[config.mk]
export PLATFORM = sky130hd
export DESIGN_NAME = apb_node_watchdog
export DESIGN_NICKNAME = d
export VERILOG_FILES = /design/src/rtl/apb_node_watchdog.sv
export SDC_FILE = /design/constraint.sdc
export NUM_CORES = 1
export LEC_CHECK = 0
export ABC_AREA = 1
export BUFFER_PORTS_ARGS = -buffer_cell sky130_fd_sc_hd__buf_2
export CAP_MARGIN = 20
export CELL_PAD_IN_SITES_DETAIL_PLACEMENT = 0
export CELL_PAD_IN_SITES_GLOBAL_PLACEMENT = 1
export CORE_AREA = 2 2 432 434
export CTS_CLUSTER_DIAMETER = 80
export DETAILED_ROUTE_END_ITERATION = 10
export DIE_AREA = 0 0 434 436
export PLACE_DENSITY = 0.35
export SLEW_MARGIN = 10
export SYNTH_ARGS = -nofsm -noshare
export SYNTH_HDL_FRONTEND = slang
export SYNTH_SLANG_ARGS = --single-unit
[constraint.sdc]
create_clock -name clk_i -period 2.7 [get_ports clk_i]
set_input_delay 0.135 -clock clk_i [delete_from_list [all_inputs] [get_ports clk_i]]
set_output_delay 0.135 -clock clk_i [all_outputs]
set_load 0.1 [all_outputs]
[src/rtl/apb_node_watchdog.sv]
// apb_node_watchdog: APB 1-to-N node with address decode, PREADY watchdog, default error slave and sticky error status
module apb_node_watchdog #(
    parameter int          NB_MASTER      = 9,
    parameter int          APB_ADDR_WIDTH = 32,
    parameter int          APB_DATA_WIDTH = 32,
    parameter int          TIMEOUT_CYCLES = 256,
    parameter logic [31:0] ERR_RDATA      = 32'hDEAD_BEEF
) (
    input  logic                                clk_i,
    input  logic                                rst_ni,
    input  logic [APB_ADDR_WIDTH-1:0]           paddr_i,
    input  logic [APB_DATA_WIDTH-1:0]           pwdata_i,
    input  logic                                pwrite_i,
    input  logic                                psel_i,
    input  logic                                penable_i,
    output logic [APB_DATA_WIDTH-1:0]           prdata_o,
    output logic                                pready_o,
    output logic                                pslverr_o,
    input  logic [NB_MASTER*APB_ADDR_WIDTH-1:0] start_addr_i,
    input  logic [NB_MASTER*APB_ADDR_WIDTH-1:0] end_addr_i,
    output logic [APB_ADDR_WIDTH-1:0]           paddr_o,
    output logic [APB_DATA_WIDTH-1:0]           pwdata_o,
    output logic                                pwrite_o,
    output logic [NB_MASTER-1:0]                psel_o,
    output logic                                penable_o,
    input  logic [NB_MASTER*APB_DATA_WIDTH-1:0] prdata_i,
    input  logic [NB_MASTER-1:0]                pready_i,
    input  logic [NB_MASTER-1:0]                pslverr_i,
    output logic                                err_valid_o,
    output logic                                err_type_o,
    output logic [APB_ADDR_WIDTH-1:0]           err_addr_o,
    input  logic                                err_clr_i
);
    localparam int AW = APB_ADDR_WIDTH;
    localparam int DW = APB_DATA_WIDTH;
    localparam int IW = NB_MASTER > 1 ? $clog2(NB_MASTER) : 1;
    localparam int CW = TIMEOUT_CYCLES > 0 ? $clog2(TIMEOUT_CYCLES + 1) : 1;
    localparam logic [DW-1:0] ERR_DATA = DW'(ERR_RDATA);
    localparam logic [1:0] IDLE = 2'd0, DSETUP = 2'd1, DACCESS = 2'd2, RESP = 2'd3;

    logic [1:0]    state_q, state_d;
    logic [AW-1:0] addr_q, addr_d, err_addr_q, err_addr_d;
    logic [DW-1:0] wdata_q, wdata_d, rdata_q, rdata_d;
    logic          write_q, write_d, slverr_q, slverr_d;
    logic [IW-1:0] idx_q, idx_d, hit_idx;
    logic [CW-1:0] cnt_q, cnt_d;
    logic          err_valid_q, err_valid_d, err_type_q, err_type_d;
    logic          hit, setup, sel_ready, timeout, err_evt, err_latch;

    // Range decode; scanning downwards lets the lowest matching port win
    always_comb begin
        hit     = 1'b0;
        hit_idx = '0;
        for (int i = NB_MASTER - 1; i >= 0; i--)
            if (paddr_i >= start_addr_i[i*AW +: AW] && paddr_i <= end_addr_i[i*AW +: AW]) begin
                hit     = 1'b1;
                hit_idx = IW'(i);
            end
    end

    assign setup     = state_q == IDLE && psel_i && !penable_i;
    assign sel_ready = pready_i[idx_q];
    assign timeout   = TIMEOUT_CYCLES != 0 && cnt_q == CW'(TIMEOUT_CYCLES - 1);
    assign err_evt   = (setup && !hit) || (state_q == DACCESS && !sel_ready && timeout);
    assign err_latch = err_evt && (!err_valid_q || err_clr_i);

    // Transfer FSM next state plus captured request/response
    always_comb begin
        state_d  = state_q;
        addr_d   = addr_q;
        wdata_d  = wdata_q;
        write_d  = write_q;
        idx_d    = idx_q;
        rdata_d  = rdata_q;
        slverr_d = slverr_q;
        cnt_d    = cnt_q;
        case (state_q)
            IDLE: if (setup) begin
                addr_d   = paddr_i;
                wdata_d  = pwdata_i;
                write_d  = pwrite_i;
                idx_d    = hit_idx;
                rdata_d  = ERR_DATA;
                slverr_d = 1'b1;
                state_d  = hit ? DSETUP : RESP;
            end
            DSETUP: begin
                state_d = DACCESS;
                cnt_d   = '0;
            end
            DACCESS: if (sel_ready) begin
                rdata_d  = prdata_i[idx_q*DW +: DW];
                slverr_d = pslverr_i[idx_q];
                state_d  = RESP;
            end else if (timeout) begin
                rdata_d  = ERR_DATA;
                slverr_d = 1'b1;
                state_d  = RESP;
            end else begin
                cnt_d = cnt_q == '1 ? cnt_q : cnt_q + 1'b1;
            end
            default: state_d = IDLE;
        endcase
    end

    // Sticky error status; a fresh error beats a simultaneous clear
    always_comb begin
        err_valid_d = err_evt || (err_valid_q && !err_clr_i);
        err_addr_d  = err_latch ? (state_q == IDLE ? paddr_i : addr_q) : err_addr_q;
        err_type_d  = err_latch ? state_q != IDLE : err_type_q;
    end

    // State registers with asynchronous abort on reset
    always_ff @(posedge clk_i or negedge rst_ni) begin
        if (!rst_ni) begin
            state_q     <= IDLE;
            addr_q      <= '0;
            wdata_q     <= '0;
            write_q     <= 1'b0;
            idx_q       <= '0;
            rdata_q     <= '0;
            slverr_q    <= 1'b0;
            cnt_q       <= '0;
            err_valid_q <= 1'b0;
            err_type_q  <= 1'b0;
            err_addr_q  <= '0;
        end else begin
            state_q     <= state_d;
            addr_q      <= addr_d;
            wdata_q     <= wdata_d;
            write_q     <= write_d;
            idx_q       <= idx_d;
            rdata_q     <= rdata_d;
            slverr_q    <= slverr_d;
            cnt_q       <= cnt_d;
            err_valid_q <= err_valid_d;
            err_type_q  <= err_type_d;
            err_addr_q  <= err_addr_d;
        end
    end

    assign paddr_o     = addr_q;
    assign pwdata_o    = wdata_q;
    assign pwrite_o    = write_q;
    assign psel_o      = (state_q == DSETUP || state_q == DACCESS) ? NB_MASTER'(1) << idx_q : '0;
    assign penable_o   = state_q == DACCESS;
    assign pready_o    = state_q == RESP;
    assign prdata_o    = pready_o ? rdata_q : '0;
    assign pslverr_o   = pready_o && slverr_q;
    assign err_valid_o = err_valid_q;
    assign err_type_o  = err_type_q;
    assign err_addr_o  = err_addr_q;
endmodule
* Word-level counts from Yosys, hierarchy flattened
Index checks and enable logic that the tools add are counted.
Storage, ports and cells: bits in registers 147, logic and storage cells 119
Operators by class: add/sub/neg operators 1, magnitude comparators 19, eq/ne operators 10, shift operators 2, multiplexer cells 42, reductions and logical operators 34
Operators with widths (count):
- >= comparator 32 bit | 9
- <= comparator 32 bit | 9
- variable part select 288 x 10 -> 32 bit | 1
- two-way mux 32 bit | 5
- case mux 32 bit (2 select lines) | 1
- two-way mux 4 bit | 9
- two-way mux 9 bit | 4
- case mux 9 bit (2 select lines) | 1
- logical AND 1 bit | 17
- two-way mux 1 bit | 14
- adder 9 x 1 -> 9 bit, second input constant | 1
- == test 9 x 8 -> 1 bit, second input constant | 1
- == test 9 bit, second input constant | 1
- << shifter 1 x 4 -> 9 bit, first input constant | 1
- binary-select mux 1 bit (select 4 bit) | 2
- two-way mux 2 bit | 4
- != test 2 bit, second input constant | 4
- case mux 2 bit (3 select lines) | 1
- nonzero test 2 bit | 3
- zero test 1 bit | 5
- < comparator 4 x 5 -> 1 bit, second input constant | 1
- == test 2 bit, second input constant | 2
- logical OR 1 bit | 4
- AND reduction 2 bit | 2
- 6 further kinds | 6

* Logic depth before layout (Yosys ltp)
word-level depth 15, gate-level depth with buffers 23

* Worst setup path after synthesis
OpenSTA, ideal clock, no wires.
path type register to output, start point register idx_q[2], end point output psel_o[0], arrival 2624 ps, data required time 2565 ps, setup slack -59 ps, stages on the path, launching flop included 7, buffers on the path 3, cells stage by stage dfrtp_1 -> buf_4 -> clkinv_1 -> clkbuf_1 -> clkbuf_1 -> nand3_1 -> nor2_1
Between the ends: word-level cells in the longest chain between the ends 2
Ends and longest elaborated chain:
- start: declaration | line 45 | logic [IW-1:0] idx_q, idx_d, hit_idx;
- start signal: assignment | line 132 | idx_q <= idx_d;
- << shifter 1 x 4 -> 9 bit | line 145 | assign psel_o = (state_q == DSETUP || state_q == DACCESS) ? NB_MASTER'(1) << idx_q : '0;
- two-way mux 9 bit | line 145
- end: declaration | line 24 | output logic [NB_MASTER-1:0] psel_o,
Every way passes these cells.

* Worst setup path in the final report
start point input paddr_i[26], end point register err_addr_q[31] (netlist: err_addr_o[31])
Between the ends: word-level cells in the longest chain between the ends 15, elaborated cells on any way between the ends 40
Ends and longest elaborated chain:
- start: declaration | line 11 | input logic [APB_ADDR_WIDTH-1:0] paddr_i,
- >= comparator 32 bit or <= comparator 32 bit (tied branches) | line 55 | if (paddr_i >= start_addr_i[i*AW +: AW] && paddr_i <= end_addr_i[i*AW +: AW]) begin
- logical AND 1 bit | line 55
- two-way mux 1 bit (8 in series) | line 55
- two-way mux 1 bit (*) | line 55
- zero test 1 bit (*) | line 64 | assign err_evt = (setup && !hit) || (state_q == DACCESS && !sel_ready && timeout);
- logical AND 1 bit (*) | line 64
- logical OR 1 bit (*) | line 64
- logical AND 1 bit (*) | line 65 | assign err_latch = err_evt && (!err_valid_q || err_clr_i);
- end signal: assignment | line 138 | err_addr_q <= err_addr_d;
- end: declaration | line 42 | logic [AW-1:0] addr_q, addr_d, err_addr_q, err_addr_d;
Mark *: on every way between the ends. The rest lies on a longest branch, timed or not. A chain may end at the register's enable or synchronous reset.

==> results.md <==
* Status: completed
* Mapped cell area at 23600 um^2
* Root Driver: clkbuf_16
* Worst skew pair latency at 0.49 ns
* Clk pin slew, worst setup/hold paths at ~0.07 ns
* HP Class: in2reg
* Headroom to the max-slew limit at 40.9%
* CP endpoint kind: flop
* Crit Path Class: in2reg
* CP Cell Sequence: buf_2, buf_12, buf_4, ha_1, nand2_1, o21ai_1, nand2_1, o211ai_1, nor2_1, nand3_1, nand2_2, nand2_4, nor3_4, buf_6, nand4_4, nand2_4, nand2_8, clkbuf_16, nand2_1, nand2_1
* Clk sink count at 147
* RSZ-0062 raised after global routing: yes
* Die area at between 150000 and 200000 um^2
* Nets@finish at 6495
* Residual DRC at 0
* Final hold violation count at 0
* Num CTS Buffers at 17
* Die Width at 434 um
* WL final at about 170000 um
* Port Buf Inserts at 1094
* Max-slew violations at 0
* Largest net degree at the start of global routing at between 60 and 70
* Largest fanout on the critical path at 10
* Top_reg_cell synth: dfrtp_1
* Placer Congestion at 0.806
* Die Span Y at 436 um
* Placed inst area at 34700 um^2
* CTS tree: done
* Mapped Avg Cell Area at ~6.6 um^2
* Peak supply drop at 0.000388 V
* Seq cells post-synth at 147
* Most frequent cells in the layout: buf_2 (1074), nand2_1 (773), inv_1 (761)
* Mux cell area share after synthesis at 0%
* Initial drt markers at 1105
* Commonest non-fill, non-tap cell in the layout: buf_2
* Vias per inst at approximately 3.8
* Slowest stage delay, CP at 0.28 ns
* Simple-gate portion of the synthesized area at 23.0%
* Power, Total at just over 9000 uW
* Post-route ant nets at 0
* Post-synthesis adder-cell area fraction at between 30 and 40%
* Vias at 28600
* HPWL after DPL at 149000 um
* Synth Area in XOR/XNOR at 0.0372%
* Final worst-path cycle share at 94.5%
* CTS max path bufs at 2
* Complex-gate fraction of the synthesized area at between 15 and 20%
* Int Pwr at 5690 uW
* Crit path DAT at 2.94 ns
* Post-synth EDFFs at 0
* Total GRT Usage at 17.3%
* Synth unique cells at 45
* Slowest CP cell: ha_1
* Final core utilization at between 10% and 20%
* First-pass GRT wire length at 228000 um
* Clock Skew at 0.00944 ns
* Fmax at 392 MHz
* Area grow syn2layout at 56.4%
* Combinational Power Share at 46.2%
* Setup TNS at 0 ns
* Total gr overflow at 0
* DP Worst Slack at -0.838 ns
* Largest family of logic cells by synthesized area: adder cells
* Design Area, Final at 36900 um^2
* Synthesized Nets at ~5100
* IO Count at 1095
* Crit path top cell by count: nand2_1
* CORE AREA at between 150000 and 200000 um^2
* NetSw at 3490 uW
* Initial antenna violation count at 66
* H-tree Lvls at 4
* Avg WL per Cell at 22.8 um
* CP startpoint kind: input port
* Async set-or-reset flop fraction in the synthesized netlist at 100%
* Clk pwr share at 29.4%
* Final worst slack at 0.149 ns
* Seq pwr share at 24.4%
* Slew @ Worst Pin at 0.887 ns
* # setup viols final at 0
* Required @ worst endpoint at 3.09 ns
* Vias in the first global route at 30400
* Pwr Density at 249 nW/um^2
* Layout cell share with drive strength beyond 1 at 31.1%
* Synthesized instance count at roughly 3500
* Seq/Total Area, Yosys at 15.6%
* Final min period at 2.55 ns
* Site Rows at 158
* Initial Utilization at 12.8%
* Initial DRT Pass Iterations at 5
* Synth warn at 0
* Max-Cap Viols at 0
* Leakage power at 0.0213 uW
* Switching share of power at 38.0%
[cell type report]
| type | count | area [um^2] |
|---|---|---|
| sequential | 147 | 3680 |
| multi-input combinational | 2537 | 17100 |
| clock inverter | 10 | 158 |
| clock buffer | 20 | 457 |
| inverter | 775 | 2920 |
| fill | 21400 | 148000 |
| tap | 2480 | 3100 |
| timing repair buffer | 1482 | 9410 |
| antenna | 18 | 45.0 |
[final timing paths]
path                       cells after the start  slack, ns                startpoint                         end
max                                           20       0.15               paddr_i[26]  err_addr_o[31]$_DFFE_PN0P_
min                                            5       0.05             prdata_i[273]     rdata_q[17]$_DFFE_PN0P_
max reg2reg                                   16       0.27      idx_q[1]$_DFFE_PN0P_     rdata_q[31]$_DFFE_PN0P_
min reg2reg                                    2       0.47  pwdata_o[30]$_DFFE_PN0P_    pwdata_o[30]$_DFFE_PN0P_
max in group asynchronous                      3       1.73                    rst_ni   err_addr_o[0]$_DFFE_PN0P_
min in group asynchronous                      2       0.15                    rst_ni     pwdata_o[9]$_DFFE_PN0P_
[metrics by stage]
stage          hold slack (ns)  cells
2_1_floorplan           -0.161   3548
3_3_place_gp             0.113   7342
3_5_place_dp             0.114   7342
4_1_cts                0.00548   7437
5_1_grt                 0.0598   7462
6_report                0.0489   7469
[logic make-up (layout without fill, tap and decap cells)]
kind of cell | Yosys count | after routing
flops | 147 | 147
other cells | 0 | 18
fa+ha+maj | 583 | 583
simple gates | 1292 | 1293
buf+inv | 865 | 2287
compound gates | 660 | 660
xor+xnor | 1 | 1
[worst max-delay path: cells and delay by family]
kind | cells | cell delay (ns)
adders and majority gates | 1 | 0.28
and+or+nand+nor | 12 | 1.44
AOI/OAI and AO/OA | 2 | 0.28
buffers and inverters | 5 | 0.77
[flip-flops by register name (all words and copies together) (netlist names)]
name / count
paddr_o: 32
cnt_q: 9
pwrite_o: 1
pwdata_o: 32
state_q: 2
rdata_q: 32
err_addr_o: 32
idx_q: 4
err_valid_o: 1
slverr_q: 1
err_type_o: 1
[Yosys cell counts (all sizes together), types with 5 or more instances]
cell	count	area share, %
nand4	65	1.8
a22oi	134	4.3
buf	19	0.49
inv	773	12
nor4	13	0.48
nand2	799	13
a21o	10	0.32
o211ai	7	0.22
nor3	19	0.45
clkbuf	71	1.1
ha	583	31
nand3b	5	0.16
nor2	197	3.2
nand3	189	4.0
a41oi	25	0.93
a21oi	272	5.8
o21a	22	0.70
o21ai	173	3.7
dfrtp	147	16
[per-layer routing]
metal,wire length (um),track usage [%],vias to the layer above
li1,-,-,14500
met1,62200,17.8,12900
met2,92600,33.6,848
met3,8110,2.82,210
met4,7330,7.83,52
met5,303,0,-
[power groups by stage]
stage | Sequential, uW | Clock (uW) | Combinational, uW
6_report | 2240 | 2700 | 4240
5_1_grt | 2240 | 2900 | 4810
4_1_cts | 2240 | 2860 | 4250
3_5_place_dp | 2280 | 0 | 4130
3_3_place_gp | 2280 | 0 | 4120
2_1_floorplan | 2280 | 0 | 1670
[what timing repair did]
action	in CTS	in global routing
setup endpoints to repair	73	61
hold buffers	62	0
cloned	1	7
buffers inserted	2	8
pin swaps	1	32
endpoints found under the hold margin	113	0
resized for setup	20	118
Power figures use the tool's default switching activity.
